File: src/rtl/cpu_fabric_io_pkg.sv
// Shared types and defaults for the CPU-to-fabric nibble-serial I/O bridge.
// Optional WAIT timeout is enabled with CPU_FABRIC_TIMEOUT_EN.
package cpu_fabric_io_pkg;

    localparam int DATA_W_DEF  = 32;
    localparam int NIB_W_DEF   = 4;
    localparam int BEATS_DEF   = 8;
    localparam int TIMEOUT_DEF = 255;
    localparam int STROBE_BIT  = 0;

    typedef enum logic [2:0] {
        IDLE,
        SEND,
        WAIT,
        RECV,
        DONE
    } state_e;

    function automatic int cnt_w(input int n);
        return (n > 1) ? $clog2(n) : 1;
    endfunction

endpackage

File: src/rtl/cpu_fabric_io_bridge_if.sv
// Core-side operand/result handshake bundle for the fabric I/O bridge.
// master = core, slave = bridge.
interface cpu_fabric_io_bridge_if #(
    parameter int DATA_W = 32,
    parameter int NIB_W  = 4
);
    logic              cpu_op_valid;
    logic              cpu_op_ready;
    logic [DATA_W-1:0] cpu_op_a;
    logic [DATA_W-1:0] cpu_op_b;
    logic              cpu_res_valid;
    logic              cpu_res_ready;
    logic [DATA_W-1:0] cpu_res;
    logic [NIB_W-1:0]  cpu_res_flags;
    logic              cpu_res_err;

    modport master (
        output cpu_op_valid, cpu_op_a, cpu_op_b, cpu_res_ready,
        input  cpu_op_ready, cpu_res_valid, cpu_res,
        input  cpu_res_flags, cpu_res_err
    );

    modport slave (
        input  cpu_op_valid, cpu_op_a, cpu_op_b, cpu_res_ready,
        output cpu_op_ready, cpu_res_valid, cpu_res,
        output cpu_res_flags, cpu_res_err
    );
endinterface

File: src/rtl/cpu_fabric_nibble_serdes.sv
// Operand nibble serializer and result nibble collector for the bridge.
// Purely enable-driven; sequencing lives in the bridge FSM.
module cpu_fabric_nibble_serdes
    import cpu_fabric_io_pkg::*;
#(
    parameter int DATA_W = DATA_W_DEF,
    parameter int NIB_W  = NIB_W_DEF,
    parameter int BW     = 3
)(
    input  logic              clk,
    input  logic              rst_n,
    input  logic              load,
    input  logic              shift,
    input  logic              capture,
    input  logic [BW-1:0]     cap_idx,
    input  logic              publish,
    input  logic              clear,
    input  logic [DATA_W-1:0] a,
    input  logic [DATA_W-1:0] b,
    input  logic [NIB_W-1:0]  res0,
    output logic [NIB_W-1:0]  opa,
    output logic [NIB_W-1:0]  opb,
    output logic [DATA_W-1:0] res
);

    logic [DATA_W-1:0] sra;
    logic [DATA_W-1:0] srb;
    logic [DATA_W-1:0] col;
    logic [DATA_W-1:0] merged;

    // Final beat is folded in combinationally so res updates with valid.
    always_comb begin
        merged = col;
        merged[int'(cap_idx)*NIB_W +: NIB_W] = res0;
    end

    always_ff @(posedge clk or negedge rst_n) begin
        if (!rst_n) begin
            sra <= '0;
            srb <= '0;
            col <= '0;
            opa <= '0;
            opb <= '0;
            res <= '0;
        end else begin
            if (load) begin
                opa <= a[NIB_W-1:0];
                opb <= b[NIB_W-1:0];
                sra <= a >> NIB_W;
                srb <= b >> NIB_W;
                col <= '0;
            end else if (shift) begin
                opa <= sra[NIB_W-1:0];
                opb <= srb[NIB_W-1:0];
                sra <= sra >> NIB_W;
                srb <= srb >> NIB_W;
            end else begin
                opa <= '0;
                opb <= '0;
            end
            if (capture)
                col[int'(cap_idx)*NIB_W +: NIB_W] <= res0;
            if (publish)
                res <= merged;
            else if (clear)
                res <= '0;
        end
    end

endmodule

File: src/rtl/cpu_fabric_io_bridge.sv
// CPU custom-instruction bridge streaming operands to the west I/O column.
// Define CPU_FABRIC_TIMEOUT_EN to bound the WAIT state by TIMEOUT_CYCLES.
module cpu_fabric_io_bridge
    import cpu_fabric_io_pkg::*;
#(
    parameter int DATA_W         = DATA_W_DEF,
    parameter int NIB_W          = NIB_W_DEF,
    parameter int BEATS          = BEATS_DEF,
    parameter int TIMEOUT_CYCLES = TIMEOUT_DEF
)(
    input  logic                  UserCLK,
    input  logic                  resetn,
    cpu_fabric_io_bridge_if.slave cpu,
    output logic [NIB_W-1:0]      OPA_O,
    output logic [NIB_W-1:0]      OPB_O,
    input  logic [NIB_W-1:0]      RES0_I,
    input  logic [NIB_W-1:0]      RES1_I,
    input  logic [NIB_W-1:0]      RES2_I
);

    localparam int BW = cnt_w(BEATS);
    localparam logic [BW-1:0] LAST = BW'(BEATS - 1);

    state_e           state;
    logic [BW-1:0]    beat;
    logic [NIB_W-1:0] flags_q;
    logic             accept;
    logic             strobe;
    logic             shift;
    logic             capture;
    logic             publish;
    logic             tmo;
    logic [BW-1:0]    cap_idx;
    logic             unused_res1;

    assign unused_res1 = ^RES1_I;

    assign accept  = cpu.cpu_op_ready && cpu.cpu_op_valid;
    assign strobe  = RES1_I[STROBE_BIT];
    assign shift   = (state == SEND) && (beat != LAST);
    assign capture = ((state == WAIT) && strobe) || (state == RECV);
    assign cap_idx = (state == RECV) ? beat : '0;
    assign publish = (state == RECV) && (beat == LAST);

`ifdef CPU_FABRIC_TIMEOUT_EN
    localparam int TW = cnt_w(TIMEOUT_CYCLES);

    logic [TW-1:0] tcnt;
    logic          err_q;

    assign tmo = (state == WAIT) && !strobe &&
                 (tcnt == TW'(TIMEOUT_CYCLES - 1));
    assign cpu.cpu_res_err = err_q;
`else
    localparam int unused_tmo = TIMEOUT_CYCLES;

    assign tmo = 1'b0;
    assign cpu.cpu_res_err = 1'b0;
`endif

    cpu_fabric_nibble_serdes #(
        .DATA_W (DATA_W),
        .NIB_W  (NIB_W),
        .BW     (BW)
    ) u_serdes (
        .clk     (UserCLK),
        .rst_n   (resetn),
        .load    (accept),
        .shift   (shift),
        .capture (capture),
        .cap_idx (cap_idx),
        .publish (publish),
        .clear   (tmo),
        .a       (cpu.cpu_op_a),
        .b       (cpu.cpu_op_b),
        .res0    (RES0_I),
        .opa     (OPA_O),
        .opb     (OPB_O),
        .res     (cpu.cpu_res)
    );

    always_ff @(posedge UserCLK or negedge resetn) begin
        if (!resetn) begin
            state             <= IDLE;
            beat              <= '0;
            flags_q           <= '0;
            cpu.cpu_op_ready  <= 1'b1;
            cpu.cpu_res_valid <= 1'b0;
            cpu.cpu_res_flags <= '0;
`ifdef CPU_FABRIC_TIMEOUT_EN
            tcnt              <= '0;
            err_q             <= 1'b0;
`endif
        end else begin
            unique case (state)
                IDLE: begin
                    if (accept) begin
                        state            <= SEND;
                        beat             <= '0;
                        cpu.cpu_op_ready <= 1'b0;
`ifdef CPU_FABRIC_TIMEOUT_EN
                        err_q            <= 1'b0;
`endif
                    end
                end
                SEND: begin
                    if (beat == LAST) begin
                        state <= WAIT;
                        beat  <= '0;
`ifdef CPU_FABRIC_TIMEOUT_EN
                        tcnt  <= '0;
`endif
                    end else begin
                        beat <= beat + 1'b1;
                    end
                end
                WAIT: begin
                    if (strobe) begin
                        flags_q <= RES2_I;
                        beat    <= BW'(1);
                        state   <= RECV;
                    end
`ifdef CPU_FABRIC_TIMEOUT_EN
                    else if (tmo) begin
                        state             <= DONE;
                        cpu.cpu_res_valid <= 1'b1;
                        cpu.cpu_res_flags <= '0;
                        err_q             <= 1'b1;
                    end else begin
                        tcnt <= tcnt + 1'b1;
                    end
`endif
                end
                RECV: begin
                    if (beat == LAST) begin
                        state             <= DONE;
                        cpu.cpu_res_valid <= 1'b1;
                        cpu.cpu_res_flags <= flags_q;
                    end else begin
                        beat <= beat + 1'b1;
                    end
                end
                DONE: begin
                    // op_ready rises only after the result leaves.
                    if (cpu.cpu_res_ready) begin
                        state             <= IDLE;
                        cpu.cpu_res_valid <= 1'b0;
                        cpu.cpu_op_ready  <= 1'b1;
                    end
                end
                default: state <= IDLE;
            endcase
        end
    end

endmodule

File: src/flat_wrapper.sv
// flat-port wrapper written by rule: the top's interface ports become plain ports
module cpu_fabric_io_bridge_flat import cpu_fabric_io_pkg::*;
#(
    parameter int DATA_W         = DATA_W_DEF,
    parameter int NIB_W          = NIB_W_DEF,
    parameter int BEATS          = BEATS_DEF,
    parameter int TIMEOUT_CYCLES = TIMEOUT_DEF
)
  (UserCLK, resetn, OPA_O, OPB_O, RES0_I, RES1_I, RES2_I, cpu_cpu_op_valid, cpu_cpu_op_a, cpu_cpu_op_b, cpu_cpu_res_ready, cpu_cpu_op_ready, cpu_cpu_res_valid, cpu_cpu_res, cpu_cpu_res_flags, cpu_cpu_res_err);
  cpu_fabric_io_bridge_if #(.DATA_W(DATA_W), .NIB_W(NIB_W)) cpu_i ();
  input  logic UserCLK;
  input  logic resetn;
  output logic [NIB_W-1:0] OPA_O;
  output logic [NIB_W-1:0] OPB_O;
  input  logic [NIB_W-1:0] RES0_I;
  input  logic [NIB_W-1:0] RES1_I;
  input  logic [NIB_W-1:0] RES2_I;
  input wire logic [$bits(cpu_i.cpu_op_valid)-1:0] cpu_cpu_op_valid;
  input wire logic [$bits(cpu_i.cpu_op_a)-1:0] cpu_cpu_op_a;
  input wire logic [$bits(cpu_i.cpu_op_b)-1:0] cpu_cpu_op_b;
  input wire logic [$bits(cpu_i.cpu_res_ready)-1:0] cpu_cpu_res_ready;
  output wire logic [$bits(cpu_i.cpu_op_ready)-1:0] cpu_cpu_op_ready;
  output wire logic [$bits(cpu_i.cpu_res_valid)-1:0] cpu_cpu_res_valid;
  output wire logic [$bits(cpu_i.cpu_res)-1:0] cpu_cpu_res;
  output wire logic [$bits(cpu_i.cpu_res_flags)-1:0] cpu_cpu_res_flags;
  output wire logic [$bits(cpu_i.cpu_res_err)-1:0] cpu_cpu_res_err;
  assign cpu_i.cpu_op_valid = cpu_cpu_op_valid;
  assign cpu_i.cpu_op_a = cpu_cpu_op_a;
  assign cpu_i.cpu_op_b = cpu_cpu_op_b;
  assign cpu_i.cpu_res_ready = cpu_cpu_res_ready;
  assign cpu_cpu_op_ready = cpu_i.cpu_op_ready;
  assign cpu_cpu_res_valid = cpu_i.cpu_res_valid;
  assign cpu_cpu_res = cpu_i.cpu_res;
  assign cpu_cpu_res_flags = cpu_i.cpu_res_flags;
  assign cpu_cpu_res_err = cpu_i.cpu_res_err;
  cpu_fabric_io_bridge #(.DATA_W(DATA_W), .NIB_W(NIB_W), .BEATS(BEATS), .TIMEOUT_CYCLES(TIMEOUT_CYCLES)) u_core (.UserCLK(UserCLK), .resetn(resetn), .cpu(cpu_i), .OPA_O(OPA_O), .OPB_O(OPB_O), .RES0_I(RES0_I), .RES1_I(RES1_I), .RES2_I(RES2_I));
endmodule
File: config.mk
export PLATFORM = sky130hd
export DESIGN_NAME = cpu_fabric_io_bridge_flat
export DESIGN_NICKNAME = d
export VERILOG_FILES = /design/src/rtl/cpu_fabric_io_pkg.sv /design/src/rtl/cpu_fabric_io_bridge_if.sv /design/src/rtl/cpu_fabric_nibble_serdes.sv /design/src/rtl/cpu_fabric_io_bridge.sv /design/src/flat_wrapper.sv
export SDC_FILE = /design/constraint.sdc
export NUM_CORES = 1
export LEC_CHECK = 0
export ABC_AREA = 1
export BUFFER_PORTS_ARGS = -buffer_cell sky130_fd_sc_hd__buf_2
export CAP_MARGIN = 20
export CORE_MARGIN = 5
export CORE_UTILIZATION = 45
export DETAILED_ROUTE_END_ITERATION = 16
export PLACE_DENSITY = 0.67
export SYNTH_ARGS = -nofsm -noshare
export SYNTH_HDL_FRONTEND = slang
export SYNTH_SLANG_ARGS = --single-unit
File: constraint.sdc
create_clock -name UserCLK -period 4.6 [get_ports UserCLK]
set_clock_uncertainty 0.15 [all_clocks]
set_input_delay 0.46 -clock UserCLK [delete_from_list [all_inputs] [get_ports UserCLK]]
set_output_delay 0.46 -clock UserCLK [all_outputs]
set_load 0.03 [all_outputs]
==> metrics <==
Final setup viols=0; Clk pwr share=51.7%; Clock Sinks=144; Final min period=3350 ps; Die Ht=133 um; CTS tree=built; syn nets=869; top post-synthesis cells by area=dfrtp_1 52%, nand2_1 10%, o21ai_0 5.6%; Die Area=17700 sq um; RSZ-0062 raised after global routing=no; maximum fanout along the worst path=17; hold slack=88.2 ps; status=finished clean; Num CTS Buffers=17; initial antenna violation count=1; vias per cell=5.15; Worst-Skew Late Latency=420 ps; largest net degree at the start of global routing=76; Power Dens Cells=344 nW/um^2; IR drop worst, VDD=231 uV; global-route usage over all layers=18.6%; hpwl dp=10400 um; Seq/Total Area, Yosys=52.8%; setup TNS=0 ps; grt ovf=0; final hold viol count=0; count leader, synth=nand2_1; clk buf depth=2; H-tree Lvls=4; Synth Register Bits=144; # DRC=0; IO Count=127; area added between synthesis and finish=18.3%; sw frac=21.6%; register area=3600 sq um; Die Width=133 um; ANT nets after route=0; combinational share of power=2.6%; First DRT Iteration DRCs=455; WL per Instance=14.7 um; Tcrit/Tclk final=72.8%; Switch Pwr=0.000601 W; Worst path max stage delay=780 ps; relative slew slack=31.4%; Ys Warns=0; Final #Nets=972; drt total wl=16000 um; crit path launch type=flop; vias in the first global route=5353; Mapped Area=6830 sq um; core region area=15000 sq um; drt first pass iters=5; final cell utilization of the core=53.8%; max cap viols=0; Synth Instances=784; share of the synthesized area in the top cell type=52.4%; Post-synth EDFFs=0; crit-path cells=inv_2 > nand4_4 > ha_1 > ha_1 > clkinv_1 > buf_4 > nand2_2 > nand2_1 > nand3_1 > o21a_1; Post-CTS Resized=0; Most common cell on crit path=ha_1; Async SR Flop Fraction=100%; Worst Hold Class=in2reg; Fillers=1399; Critical Path End Type=flop; final-report max-slew violation count=0; Flop pwr share=45.6%; layout cells sized above 1=22.0%; Initial Util=45.5%; Lkg Pwr=3.86 nW; Port Buffers=122; Multi-input gate area=2660 sq um; Placed Instance Area=7460 sq um; Final Cell Area=8080 sq um; critical path's slowest cell=ha_1; synth cell count leaders=183 x nand2_1, 143 x dfrtp_1, 77 x o21ai_0; Worst Max-Slew Pin Slew=1020 ps; Max Fclk=299 MHz; Final Non-Filler Cells=1089; Placer Congestion=0.807; Setup Crit Path Kind=reg2reg; Yosys top cell by area=dfrtp_1; Worst Path Arrival=3560 ps; Syn Area/Cell=8.72 sq um; Worst-path clk slew=60 ps; Placement Rows=45; Top FF cell, synth=dfrtp_1; first-pass GRT wire length=26900 um; cell-internal power=0.00218 W; required time of the critical path=4810 ps; placed insts=1055; synth unique cells=41; Root Driver=clkbuf_16; Vias=5609
-- cell families (layout without fill, tap and decap cells) --
logic type               after synthesis  in the layout  share of synthesized area (%)
AND/OR/NAND/NOR                      348            348                           23.8
AO/OA/AOI/OAI                        157            157                           13.4
flip-flops                           144            144                           52.8
buffers and inverters                125            241                           8.42
adder cells (fa/ha/maj)                5              5                          0.916
multiplexers                           4              4                          0.659
other                                  1              2                         0.0549
-- power by group through the flow --
stage | sequential, W | clock, W | combinational, W
CTS | 0.00127 | 0.00146 | 0.0000758
detailed placement | 0.00129 | 0 | 0.0000748
global route | 0.00127 | 0.00152 | 0.0000841
global placement | 0.00129 | 0 | 0.0000744
floorplan | 0.00129 | 0 | 0.00000840
finish | 0.00127 | 0.00144 | 0.0000732
-- flip-flops by register name, summed over array words and instances, names as in the netlist, 4 cells and up --
| register | count |
|---|---|
| u_core.u_serdes.opa | 4 |
| u_core.u_serdes.res | 32 |
| u_core.u_serdes.sra | 28 |
| u_core.cpu.cpu_res_flags | 4 |
| u_core.flags_q | 4 |
| u_core.u_serdes.opb | 4 |
| u_core.u_serdes.srb | 28 |
| u_core.u_serdes.col | 32 |
-- worst max-delay path: cells and delay by family, from the launching register on --
kind            cells  cell delay [ps]
fa+ha+maj           2             1120
compound gates      1              120
buf+inv             3              850
simple gates        4              560
flops               1              490
-- path summary, 6_finish.rpt --
check,startpoint,endpoint,slack (ps),depth (start not counted)
min in group asynchronous,resetn,u_core.u_serdes.srb[18]$_DFFE_PN0P_,460,2
max reg2reg,u_core.state[2]$_DFFE_PN0P_,u_core.u_serdes.res[30]$_DFFE_PN0P_,1250,10
min,cpu_cpu_op_b[0],u_core.u_serdes.opb[0]$_DFF_PN0_,90,3
min reg2reg,u_core.u_serdes.res[11]$_DFFE_PN0P_,u_core.u_serdes.res[11]$_DFFE_PN0P_,320,2
max in group asynchronous,resetn,u_core.u_serdes.res[1]$_DFFE_PN0P_,2790,3
max,u_core.state[2]$_DFFE_PN0P_,u_core.u_serdes.res[30]$_DFFE_PN0P_,1250,10
-- through the flow --
step	power [W]	setup slack (ps)
floorplan	0.00130	2100
global placement	0.00137	1340
detailed placement	0.00137	1280
CTS	0.00281	1260
global route	0.00287	1020
finish	0.00278	1250
-- cell type report --
type,instances,area share (%)
sequential,144,44.6
inverter,80,3.71
tap,188,2.91
antenna,1,0.0310
clock inverter,12,1.95
multi-input combinational,515,32.8
timing repair buffer,129,8.31
clock buffer,20,5.65
-- routing by layer --
layer  part of all wire [%]  global-route usage [%]  vias to the layer above
li1                       -                       -                     2782
met1                     48                    26.9                     2688
met2                     47                    27.4                      118
met3                    4.1                    4.80                       21
met4                    1.4                    6.00                        0
met5                      0                       0                        -
-- layout by cell type (no fill, tap or decap), types with 16 or more instances in the layout --
master     Yosys  layout
nand4_1       16      16
nand2_1      183     182
inv_1         73      73
clkbuf_16      0      17
nand3_1       67      67
a22oi_1       32      32
nor2_1        55      55
dfrtp_1      143     143
o21ai_0       77      77
buf_2          6     121
o21ai_1       21      21
-- timing repair --
action / in CTS / in global routing
endpoints found under the hold margin: 73 / 0
hold buffers: 1 / 0
setup buffers: 0 / 0
(Power assumes the default switching activity.)
